--- config.mk ---
export PLATFORM = sky130hd
export DESIGN_NAME = virtual_uart_fifo
export DESIGN_NICKNAME = d
export VERILOG_FILES = /design/src/rtl/virtual_uart_fifo.sv
export SDC_FILE = /design/constraint.sdc
export NUM_CORES = 1
export LEC_CHECK = 0
export BUFFER_PORTS_ARGS = -buffer_cell sky130_fd_sc_hd__buf_2
export CAP_MARGIN = 20
export CORE_UTILIZATION = 52
export CTS_CLUSTER_DIAMETER = 150
export DETAILED_ROUTE_END_ITERATION = 16
export GPL_TIMING_DRIVEN = 0
export PLACE_DENSITY = 0.72
export RECOVER_POWER = 100
export SLEW_MARGIN = 40
export SYNTH_ARGS = -nofsm -noshare
export SYNTH_HDL_FRONTEND = slang
export SYNTH_SLANG_ARGS = --single-unit
--- constraint.sdc ---
create_clock -name clock_i -period 3.6 [get_ports clock_i]
set_clock_uncertainty 0.1 [all_clocks]
set_input_delay 0.18 -clock clock_i [delete_from_list [all_inputs] [get_ports clock_i]]
set_output_delay 0.18 -clock clock_i [all_outputs]
set_load 0.02 [all_outputs]
--- src/rtl/virtual_uart_fifo.sv ---
// Virtual UART: paired TX/RX character FIFOs between a core and an XDMA host,
// exposed through one AXI-lite slave, with one level interrupt per side.
module virtual_uart_fifo #(
  parameter int unsigned FIFO_DEPTH = 16,
  parameter int unsigned CHAR_WIDTH = 8,
  parameter int unsigned TX_THRESH  = FIFO_DEPTH / 2
) (
  input  logic        clock_i,
  input  logic        reset_ni,
  output logic [1:0]  int_o,
  input  logic [1:0]  int_ack_i,
  input  logic [31:0] s_axilite_awaddr,
  input  logic [2:0]  s_axilite_awprot,
  input  logic        s_axilite_awvalid,
  output logic        s_axilite_awready,
  input  logic [31:0] s_axilite_wdata,
  input  logic [3:0]  s_axilite_wstrb,
  input  logic        s_axilite_wvalid,
  output logic        s_axilite_wready,
  output logic [1:0]  s_axilite_bresp,
  output logic        s_axilite_bvalid,
  input  logic        s_axilite_bready,
  input  logic [31:0] s_axilite_araddr,
  input  logic [2:0]  s_axilite_arprot,
  input  logic        s_axilite_arvalid,
  output logic        s_axilite_arready,
  output logic [31:0] s_axilite_rdata,
  output logic [1:0]  s_axilite_rresp,
  output logic        s_axilite_rvalid,
  input  logic        s_axilite_rready
);
  localparam int unsigned AW = $clog2(FIFO_DEPTH);
  localparam int unsigned CW = AW + 1;
  localparam logic [1:0] RESP_OKAY = 2'b00, RESP_SLVERR = 2'b10, RESP_DECERR = 2'b11;

  typedef enum logic {INT_IDLE, INT_PENDING} int_state_e;

  logic [CHAR_WIDTH-1:0] tx_mem_q [FIFO_DEPTH];
  logic [CHAR_WIDTH-1:0] rx_mem_q [FIFO_DEPTH];
  logic [AW-1:0] tx_wr_q, tx_wr_d, tx_rd_q, tx_rd_d, rx_wr_q, rx_wr_d, rx_rd_q, rx_rd_d;
  logic [CW-1:0] tx_cnt_q, tx_cnt_d, rx_cnt_q, rx_cnt_d;
  logic [1:0]    ie_q, ie_d, bresp_q, bresp_d, rresp_q, rresp_d;
  logic [7:0]    level_q, level_d;
  logic [31:0]   rdata_q, rdata_d, status;
  logic          ovr_q, ovr_d, tx_clr_q, tx_clr_d, rx_clr_q, rx_clr_d;
  logic          bvalid_q, bvalid_d, rvalid_q, rvalid_d;
  logic          aw_hs, ar_hs, tx_push, tx_pop, rx_push, rx_pop;
  logic          tx_full, tx_empty, rx_full, rx_empty;
  logic [1:0]    trig;
  int_state_e    int_state_q [2];
  int_state_e    int_state_d [2];
  logic          unused_ok;

  assign unused_ok = ^{s_axilite_awprot, s_axilite_arprot, s_axilite_awaddr[31:5],
                       s_axilite_awaddr[1:0], s_axilite_araddr[31:5], s_axilite_araddr[1:0],
                       s_axilite_wdata, s_axilite_wstrb[3:1]};

  assign tx_full  = (tx_cnt_q == CW'(FIFO_DEPTH));
  assign tx_empty = (tx_cnt_q == '0);
  assign rx_full  = (rx_cnt_q == CW'(FIFO_DEPTH));
  assign rx_empty = (rx_cnt_q == '0);
  assign status   = {8'(rx_cnt_q), 8'(tx_cnt_q), 9'd0, int_o[1], int_o[0],
                     ovr_q, tx_full, tx_empty, rx_full, !rx_empty};

  assign s_axilite_awready = reset_ni && s_axilite_awvalid && s_axilite_wvalid && !bvalid_q;
  assign s_axilite_wready  = s_axilite_awready;
  assign s_axilite_arready = reset_ni && !rvalid_q;
  assign s_axilite_bvalid  = bvalid_q;
  assign s_axilite_bresp   = bresp_q;
  assign s_axilite_rvalid  = rvalid_q;
  assign s_axilite_rdata   = rdata_q;
  assign s_axilite_rresp   = rresp_q;
  assign aw_hs = s_axilite_awready;
  assign ar_hs = s_axilite_arready && s_axilite_arvalid;

  // Register decode, AXI response channels and FIFO pointer/count bookkeeping
  always_comb begin
    bvalid_d = bvalid_q;  bresp_d = bresp_q;
    rvalid_d = rvalid_q;  rdata_d = rdata_q;  rresp_d = rresp_q;
    ie_d = ie_q;  level_d = level_q;  ovr_d = ovr_q;
    tx_clr_d = 1'b0;  rx_clr_d = 1'b0;
    tx_push = 1'b0;  tx_pop = 1'b0;  rx_push = 1'b0;  rx_pop = 1'b0;

    if (bvalid_q && s_axilite_bready) bvalid_d = 1'b0;
    if (aw_hs) begin
      bvalid_d = 1'b1;
      bresp_d  = RESP_OKAY;
      case (s_axilite_awaddr[4:2])
        3'd1: if (tx_full) ovr_d = 1'b1; else tx_push = 1'b1;
        3'd3: if (s_axilite_wstrb[0]) begin
          ie_d     = s_axilite_wdata[1:0];
          tx_clr_d = s_axilite_wdata[2];
          rx_clr_d = s_axilite_wdata[3];
          if (s_axilite_wdata[4]) ovr_d = 1'b0;
        end
        3'd5: if (rx_full) ovr_d = 1'b1; else rx_push = 1'b1;
        3'd6: if (s_axilite_wstrb[0]) level_d = s_axilite_wdata[7:0];
        3'd7: bresp_d = RESP_DECERR;
        default: bresp_d = RESP_SLVERR;
      endcase
    end

    if (rvalid_q && s_axilite_rready) rvalid_d = 1'b0;
    if (ar_hs) begin
      rvalid_d = 1'b1;
      rresp_d  = RESP_OKAY;
      rdata_d  = '0;
      case (s_axilite_araddr[4:2])
        3'd0: if (!rx_empty) begin rdata_d = 32'(rx_mem_q[rx_rd_q]); rx_pop = 1'b1; end
        3'd2: rdata_d = status;
        3'd3: rdata_d = 32'(ie_q);
        3'd4: if (!tx_empty) begin rdata_d = 32'(tx_mem_q[tx_rd_q]); tx_pop = 1'b1; end
        3'd6: rdata_d = 32'(level_q);
        3'd7: rresp_d = RESP_DECERR;
        default: rresp_d = RESP_SLVERR;
      endcase
    end

    tx_wr_d = tx_push ? tx_wr_q + AW'(1) : tx_wr_q;
    tx_rd_d = tx_pop  ? tx_rd_q + AW'(1) : tx_rd_q;
    rx_wr_d = rx_push ? rx_wr_q + AW'(1) : rx_wr_q;
    rx_rd_d = rx_pop  ? rx_rd_q + AW'(1) : rx_rd_q;
    tx_cnt_d = tx_cnt_q;
    if (tx_push && !tx_pop) tx_cnt_d = tx_cnt_q + CW'(1);
    else if (tx_pop && !tx_push) tx_cnt_d = tx_cnt_q - CW'(1);
    rx_cnt_d = rx_cnt_q;
    if (rx_push && !rx_pop) rx_cnt_d = rx_cnt_q + CW'(1);
    else if (rx_pop && !rx_push) rx_cnt_d = rx_cnt_q - CW'(1);
    // FIFO reset lands one cycle after the CTRL write; a new write cannot
    // handshake in that cycle because its B response is still outstanding.
    if (tx_clr_q) begin tx_wr_d = '0; tx_rd_d = '0; tx_cnt_d = '0; end
    if (rx_clr_q) begin rx_wr_d = '0; rx_rd_d = '0; rx_cnt_d = '0; end

    trig[0] = ie_q[0] && rx_empty && (rx_cnt_d != '0);
    trig[1] = ie_q[1] && (32'(tx_cnt_q) < 32'(level_q)) && (32'(tx_cnt_d) >= 32'(level_q));
  end

  // Interrupt FSM next state: ack always wins, so a coincident trigger is lost
  always_comb begin
    for (int unsigned i = 0; i < 2; i++) begin
      int_state_d[i] = int_state_q[i];
      if (int_ack_i[i])                               int_state_d[i] = INT_IDLE;
      else if (int_state_q[i] == INT_IDLE && trig[i]) int_state_d[i] = INT_PENDING;
    end
  end

  // Interrupt outputs are high exactly while pending
  always_comb begin
    for (int unsigned i = 0; i < 2; i++) int_o[i] = (int_state_q[i] == INT_PENDING);
  end

  // Interrupt FSM state register
  always_ff @(posedge clock_i) begin
    if (!reset_ni) begin
      int_state_q[0] <= INT_IDLE;
      int_state_q[1] <= INT_IDLE;
    end else begin
      int_state_q[0] <= int_state_d[0];
      int_state_q[1] <= int_state_d[1];
    end
  end

  // Control, status and AXI response registers
  always_ff @(posedge clock_i) begin
    if (!reset_ni) begin
      tx_wr_q <= '0;  tx_rd_q <= '0;  tx_cnt_q <= '0;
      rx_wr_q <= '0;  rx_rd_q <= '0;  rx_cnt_q <= '0;
      ie_q <= '0;  level_q <= 8'(TX_THRESH);  ovr_q <= 1'b0;
      tx_clr_q <= 1'b0;  rx_clr_q <= 1'b0;
      bvalid_q <= 1'b0;  bresp_q <= '0;
      rvalid_q <= 1'b0;  rdata_q <= '0;  rresp_q <= '0;
    end else begin
      tx_wr_q <= tx_wr_d;  tx_rd_q <= tx_rd_d;  tx_cnt_q <= tx_cnt_d;
      rx_wr_q <= rx_wr_d;  rx_rd_q <= rx_rd_d;  rx_cnt_q <= rx_cnt_d;
      ie_q <= ie_d;  level_q <= level_d;  ovr_q <= ovr_d;
      tx_clr_q <= tx_clr_d;  rx_clr_q <= rx_clr_d;
      bvalid_q <= bvalid_d;  bresp_q <= bresp_d;
      rvalid_q <= rvalid_d;  rdata_q <= rdata_d;  rresp_q <= rresp_d;
    end
  end

  // FIFO storage, written only on an accepted push
  always_ff @(posedge clock_i) begin
    if (tx_push) tx_mem_q[tx_wr_q] <= s_axilite_wdata[CHAR_WIDTH-1:0];
    if (rx_push) rx_mem_q[rx_wr_q] <= s_axilite_wdata[CHAR_WIDTH-1:0];
  end
endmodule

=== Word-level counts from Yosys, hierarchy flattened ===
Memory sizes are Yosys's and may differ from the RTL's. A register that Yosys moved wholly into a read port is not among the register bits.
Cells that the tools add are included.

* Output and inout port bits: 43
* Memories: 3
* Flip-flop bits (word level): 77
* Input bits: 115
* Word-level logic and storage cells: 137
* Memory bits (writable): 258

* Add/subtract/negate cells: 8
* Eq/ne operators: 16
* Order comparisons: 2
* Reductions and logical operators: 39
* Muxes and demuxes: 48
* Bitwise logic cells: 5

{| class="wikitable"
|+ Memories
! name !! words !! bits a word !! read ports !! clocked after memory_dff !! wr ports !! RTL line !! text
|-
| rx_mem_q || 16 || 8 || 1 || 1 || 1 || 39 || <nowiki>logic [CHAR_WIDTH-1:0] rx_mem_q [FIFO_DEPTH];</nowiki>
|-
| tx_mem_q || 16 || 8 || 1 || 1 || 1 || 38 || <nowiki>logic [CHAR_WIDTH-1:0] tx_mem_q [FIFO_DEPTH];</nowiki>
|-
| int_state_q || 2 || 1 || 2 || 0 || 2 || 50 || <nowiki>int_state_e int_state_q [2];</nowiki>
|}

{| class="wikitable"
|+ Operators by type and width
! kind !! number
|-
| $pmux 29 s5 || 1
|-
| $mux 1 || 32
|-
| $mux 5 || 6
|-
| $eq 3x3->1 const B || 6
|-
| $logic_and 1x1->1 || 17
|-
| $add 4x1->4 const B || 4
|-
| $mux 4 || 4
|-
| $mux 8 || 2
|-
| $add 5x1->5 const B || 2
|-
| $eq 5x5->1 const B || 2
|-
| $logic_not 5->1 || 2
|-
| $sub 5x1->5 const B || 2
|-
| $eq 3x2->1 const B || 3
|-
| $ge 5x8->1 || 1
|-
| $lt 5x8->1 || 1
|-
| $ne 2x2->1 const B || 4
|-
| $pmux 2 s2 || 2
|-
| $logic_not 1->1 || 7
|-
| $reduce_and 3->1 || 2
|-
| $reduce_and 6->1 || 1
|-
| $reduce_bool 5->1 || 1
|-
| $reduce_or 5->1 || 1
|-
| $reduce_and 4->1 || 1
|-
| $reduce_bool 2->1 || 2
|-
| 8 further kinds || 12
|}

=== Longest topological paths before layout ===
* Depth in word-level cells: 15
* Gate-level depth with buffers: 16
* Gate-level depth less buffers: 15

=== Least setup slack after synthesis ===
OpenSTA, ideal clock, no wires.

* Path type: flip-flop to flip-flop
* From: register tx_cnt_q[0]
* To: memory int_state_q[0][1] (netlist bit)
* Required time: 3.368 ns
* Clock period less this slack: 3.535 ns
* Data arrival time: 3.303 ns
* Path buffers: 1
* Cell stages (with the launch flop): 17
* Slack: 0.065 ns
* Path through: dfxtp_1 -> inv_1 -> ha_1 -> or4b_2 -> and3_1 -> clkbuf_1 -> xnor2_1 -> xnor2_1 -> nand2b_1 -> ha_1 -> nand2b_1 -> a21o_1 -> a21o_1 -> a21o_1 -> a21o_1 -> a41oi_1 -> nor3_1

{| class="wikitable"
|+ RTL lines
! element !! RTL line !! text
|-
| start: declaration || 41 || <nowiki>logic [CW-1:0] tx_cnt_q, tx_cnt_d, rx_cnt_q, rx_cnt_d;</nowiki>
|-
| start signal: assignment || 173 || <nowiki>tx_wr_q <= tx_wr_d; tx_rd_q <= tx_rd_d; tx_cnt_q <= tx_cnt_d;</nowiki>
|-
| end: declaration || 50 ||
|}

==> metrics <==
P_int=6.39 mW; Rows=58; gr usage total=23.2%; share of cells above drive strength 1=20.2%; CP arrival=3.67 ns; Longest Clk Path Bufs=3; Layout area overhead=15.4%; Starting Density=53.1%; total power=7.97 mW; most crowded layer after global routing=met2; failing checks=capacitance limit, slew limit; clock power share=a little under half; unrepaired setup endpoints after global routing=no; root buffer cell=clkbuf_16; Die W=about 160 um; Cell Pwr Density=515 mW/mm^2; Clk Latency, worst-skew pair=0.53 ns; final setup fails=0; routing usage on met1=34.0%; gr ovfl total=0; Sink Count=329; Post-synth ARST share=0%; I/O Buffers=51; number of global-route vias before repair=7520; Slew Viols, Final=174; Worst slew margin=-13.2%; maxcap violations=7; CP Capture Type=flop; Total Wirelength=29.7 mm; most common flop cell mapped by yosys=edfxtp_1; final hold slack=0.0195 ns; Routability Congestion=0.887; Hold Fails Final Rpt=0; Seq pwr share=51.4%; number of synthesis warnings=0; Setup WS post-layout=around 0.22 ns; Lkg Pwr=4.99 nW; Die ar.=0.0264 sq mm; Sw Share=19.8%; met2 Use GR=about 36%; DR iter-0 viols=769; Setup CP Type=flop to flop; Pre-Repair DR Iteration Count=5; CP Data Required Time=3.89 ns; Clock Pin Slew Worst Setup and Hold Paths=0.06 ns; final period utilization=93.9%; Synth Register Bits=329; Logic pwr share=between 2 and 2.5%; TritonCTS clock tree=done; post-route ant nets=0; minimum clock period after layout=3.38 ns; total CTS buffers=36; Syn Std Cell Area=around 0.013 sq mm; number of synthesized flops with an enable pin=between 200 and 300; drt drc=0; antenna violations before repair=0; DP Cell Count=1211; mean post-synth cell area=16.4 sq um; n_diodes=0; Seq/Total Area, Yosys=68.2%; worst min path class=primary input to flop; Die Height=163 um; vias per cell=5.95; H-tree lvl count=2; critical-path maximum fanout=10; synthesized instance count=817; worst slew pin tran=between 1.5 and 2 ns; P_sw=between 1.5 and 2 mW; status=finished, violations left; setup TNS=0 ns; core area=0.0253 sq mm; DR vias=7668; Final HPWL DP=around 18 mm; fmax=296 MHz; post-synth cell types=53; wire per inst=23.1 um; largest net degree at the start of global routing=35; peak supply drop=around 0.37 mV; nets=1071; final cell count without fillers=approximately 1300; Setup crit start kind=flop; GR Layer Usage met3=3.51%; global-route wire length before repair=around 45 mm; Setup WS pre-CTS=-0.350 ns; # IOs=158
## synthesized netlist by cell type, drive strengths merged (2+ instances only)
cell type / count / area share [%]
or3: 5 / 0.27
nor3b: 2 / 0.11
edfxtp: 256 / 57
nor4bb: 2 / 0.15
nor2: 82 / 2.3
a41oi: 2 / 0.19
and2: 11 / 0.51
inv: 18 / 0.50
a211oi: 3 / 0.17
nor3: 19 / 0.71
ha: 23 / 2.1
nor4: 3 / 0.19
mux2i: 11 / 0.82
nand2: 26 / 0.73
o21ai: 18 / 0.67
nand3: 12 / 0.45
nand3b: 3 / 0.17
nand2b: 9 / 0.42
a21boi: 2 / 0.11
buf: 35 / 1.6
a31oi: 2 / 0.093
nor4b: 2 / 0.22
xor2: 12 / 0.78
nor2b: 4 / 0.19
xnor2: 9 / 0.59
a21o: 4 / 0.22
a21oi: 23 / 0.86
clkbuf: 23 / 0.64
nand4: 4 / 0.19
a22oi: 19 / 1.1
mux4: 80 / 13
and4: 2 / 0.15
and3: 2 / 0.093
dfxtp: 73 / 11
a221oi: 5 / 0.33
## power by group through the flow
stage	clock network (mW)	registers [mW]	logic, mW
after global placement	0	4.18	0.164
after floorplan	0	4.18	0.0740
after global routing	3.89	4.10	0.193
after CTS	3.74	4.10	0.181
final	3.69	4.10	0.178
after detailed placement	0	4.18	0.169
## registers in the layout (all words and copies together), names as in the netlist, 2 cells and up, named ones only
register / flops
tx_cnt_q: 5
s_axilite_rresp: 2
tx_wr_q: 4
rx_mem_q: 128
int_state_q: 2
rx_rd_q: 4
rx_wr_q: 4
tx_rd_q: 4
s_axilite_rdata: 18
level_q: 8
rx_cnt_q: 5
s_axilite_bresp: 2
tx_mem_q: 128
ie_q: 2
## cell usage in the layout, fill, tap and decap left out, types with 5 or more instances in the layout
cell / count
nor2_1: 77
nor2_2: 5
clkinv_1: 6
buf_2: 17
buf_1: 6
xor2_1: 12
a21oi_1: 23
nand2_1: 26
xnor2_1: 8
inv_1: 17
bufinv_16: 5
conb_1: 14
mux4_2: 80
edfxtp_1: 256
clkbuf_16: 37
nor3_1: 15
nand2b_1: 9
clkbuf_1: 70
dfxtp_1: 71
dlygate4sd3_1: 12
ha_1: 22
buf_4: 17
a221oi_1: 5
and2_1: 10
clkbuf_4: 7
nand3_1: 12
a22oi_1: 19
o21ai_0: 18
mux2i_1: 11
## stage by stage
stage	utilization [%]	area, sq um
4_1_cts	61.4	15500
6_report	61.3	15500
2_1_floorplan	-	13500
3_5_place_dp	56.2	14200
5_1_grt	61.3	15500
3_3_place_gp	55.9	14100
## critical path, stage by stage, from the launching register on
cell	delay [ns]
dfxtp_1	0.30
clkbuf_2	0.23
clkbuf_4	0.33
clkbuf_4	0.33
mux4_2	0.55
mux4_2	0.50
a22oi_1	0.24
a21oi_1	0.10
dlygate4sd3_1	0.56
## final cells by class
cell class,count,area [sq um]
repair buffers,66,349
clock buffers,47,963
multi-input cells,425,4000
flip-flops and latches,329,9150
inverters,18,67.6
plain buffers,57,313
fillers,1851,9780
well taps,330,413
clock inverters,17,214
## per-layer routing
| layer | vias to the layer above | wire (um) |
|---|---|---|
| met5 | - | 0 |
| met4 | 0 | 789 |
| met3 | 52 | 1670 |
| met2 | 285 | 13800 |
| met1 | 3948 | 13500 |
| li1 | 3383 | - |
## logic make-up after synthesis
group / after synthesis / synth area share [%]
and+or+nand+nor: 191 / 7.04
other: 1 / 0.0280
AOI/OAI and AO/OA: 84 / 4.11
buffers and inverters: 76 / 2.75
DFF: 329 / 68.2
muxes: 91 / 14.3
xor gates and xnor gates: 21 / 1.37
adders and majority gates: 24 / 2.22
## worst paths after layout
kind,start,end,slack [ns],cells past startpoint
setup / recovery,flop,s_axilite_rdata[0],0.22,8
hold / removal,s_axilite_araddr[3],s_axilite_rdata[1],0.02,3
setup reg to reg,flop,s_axilite_rdata[0],0.22,8
hold reg to reg,s_axilite_bresp[0],s_axilite_bresp[0],0.36,2
## timing repair
item / in CTS / in global routing
hold endpoints to repair: 9 / 0
buffers inserted: 0 / 3
endpoints found under the setup margin: 9 / 2
hold buffers: 12 / 0
resized for setup: 8 / 11
pin swaps: 1 / 1
Note: power is estimated with default switching activity, not from simulation.
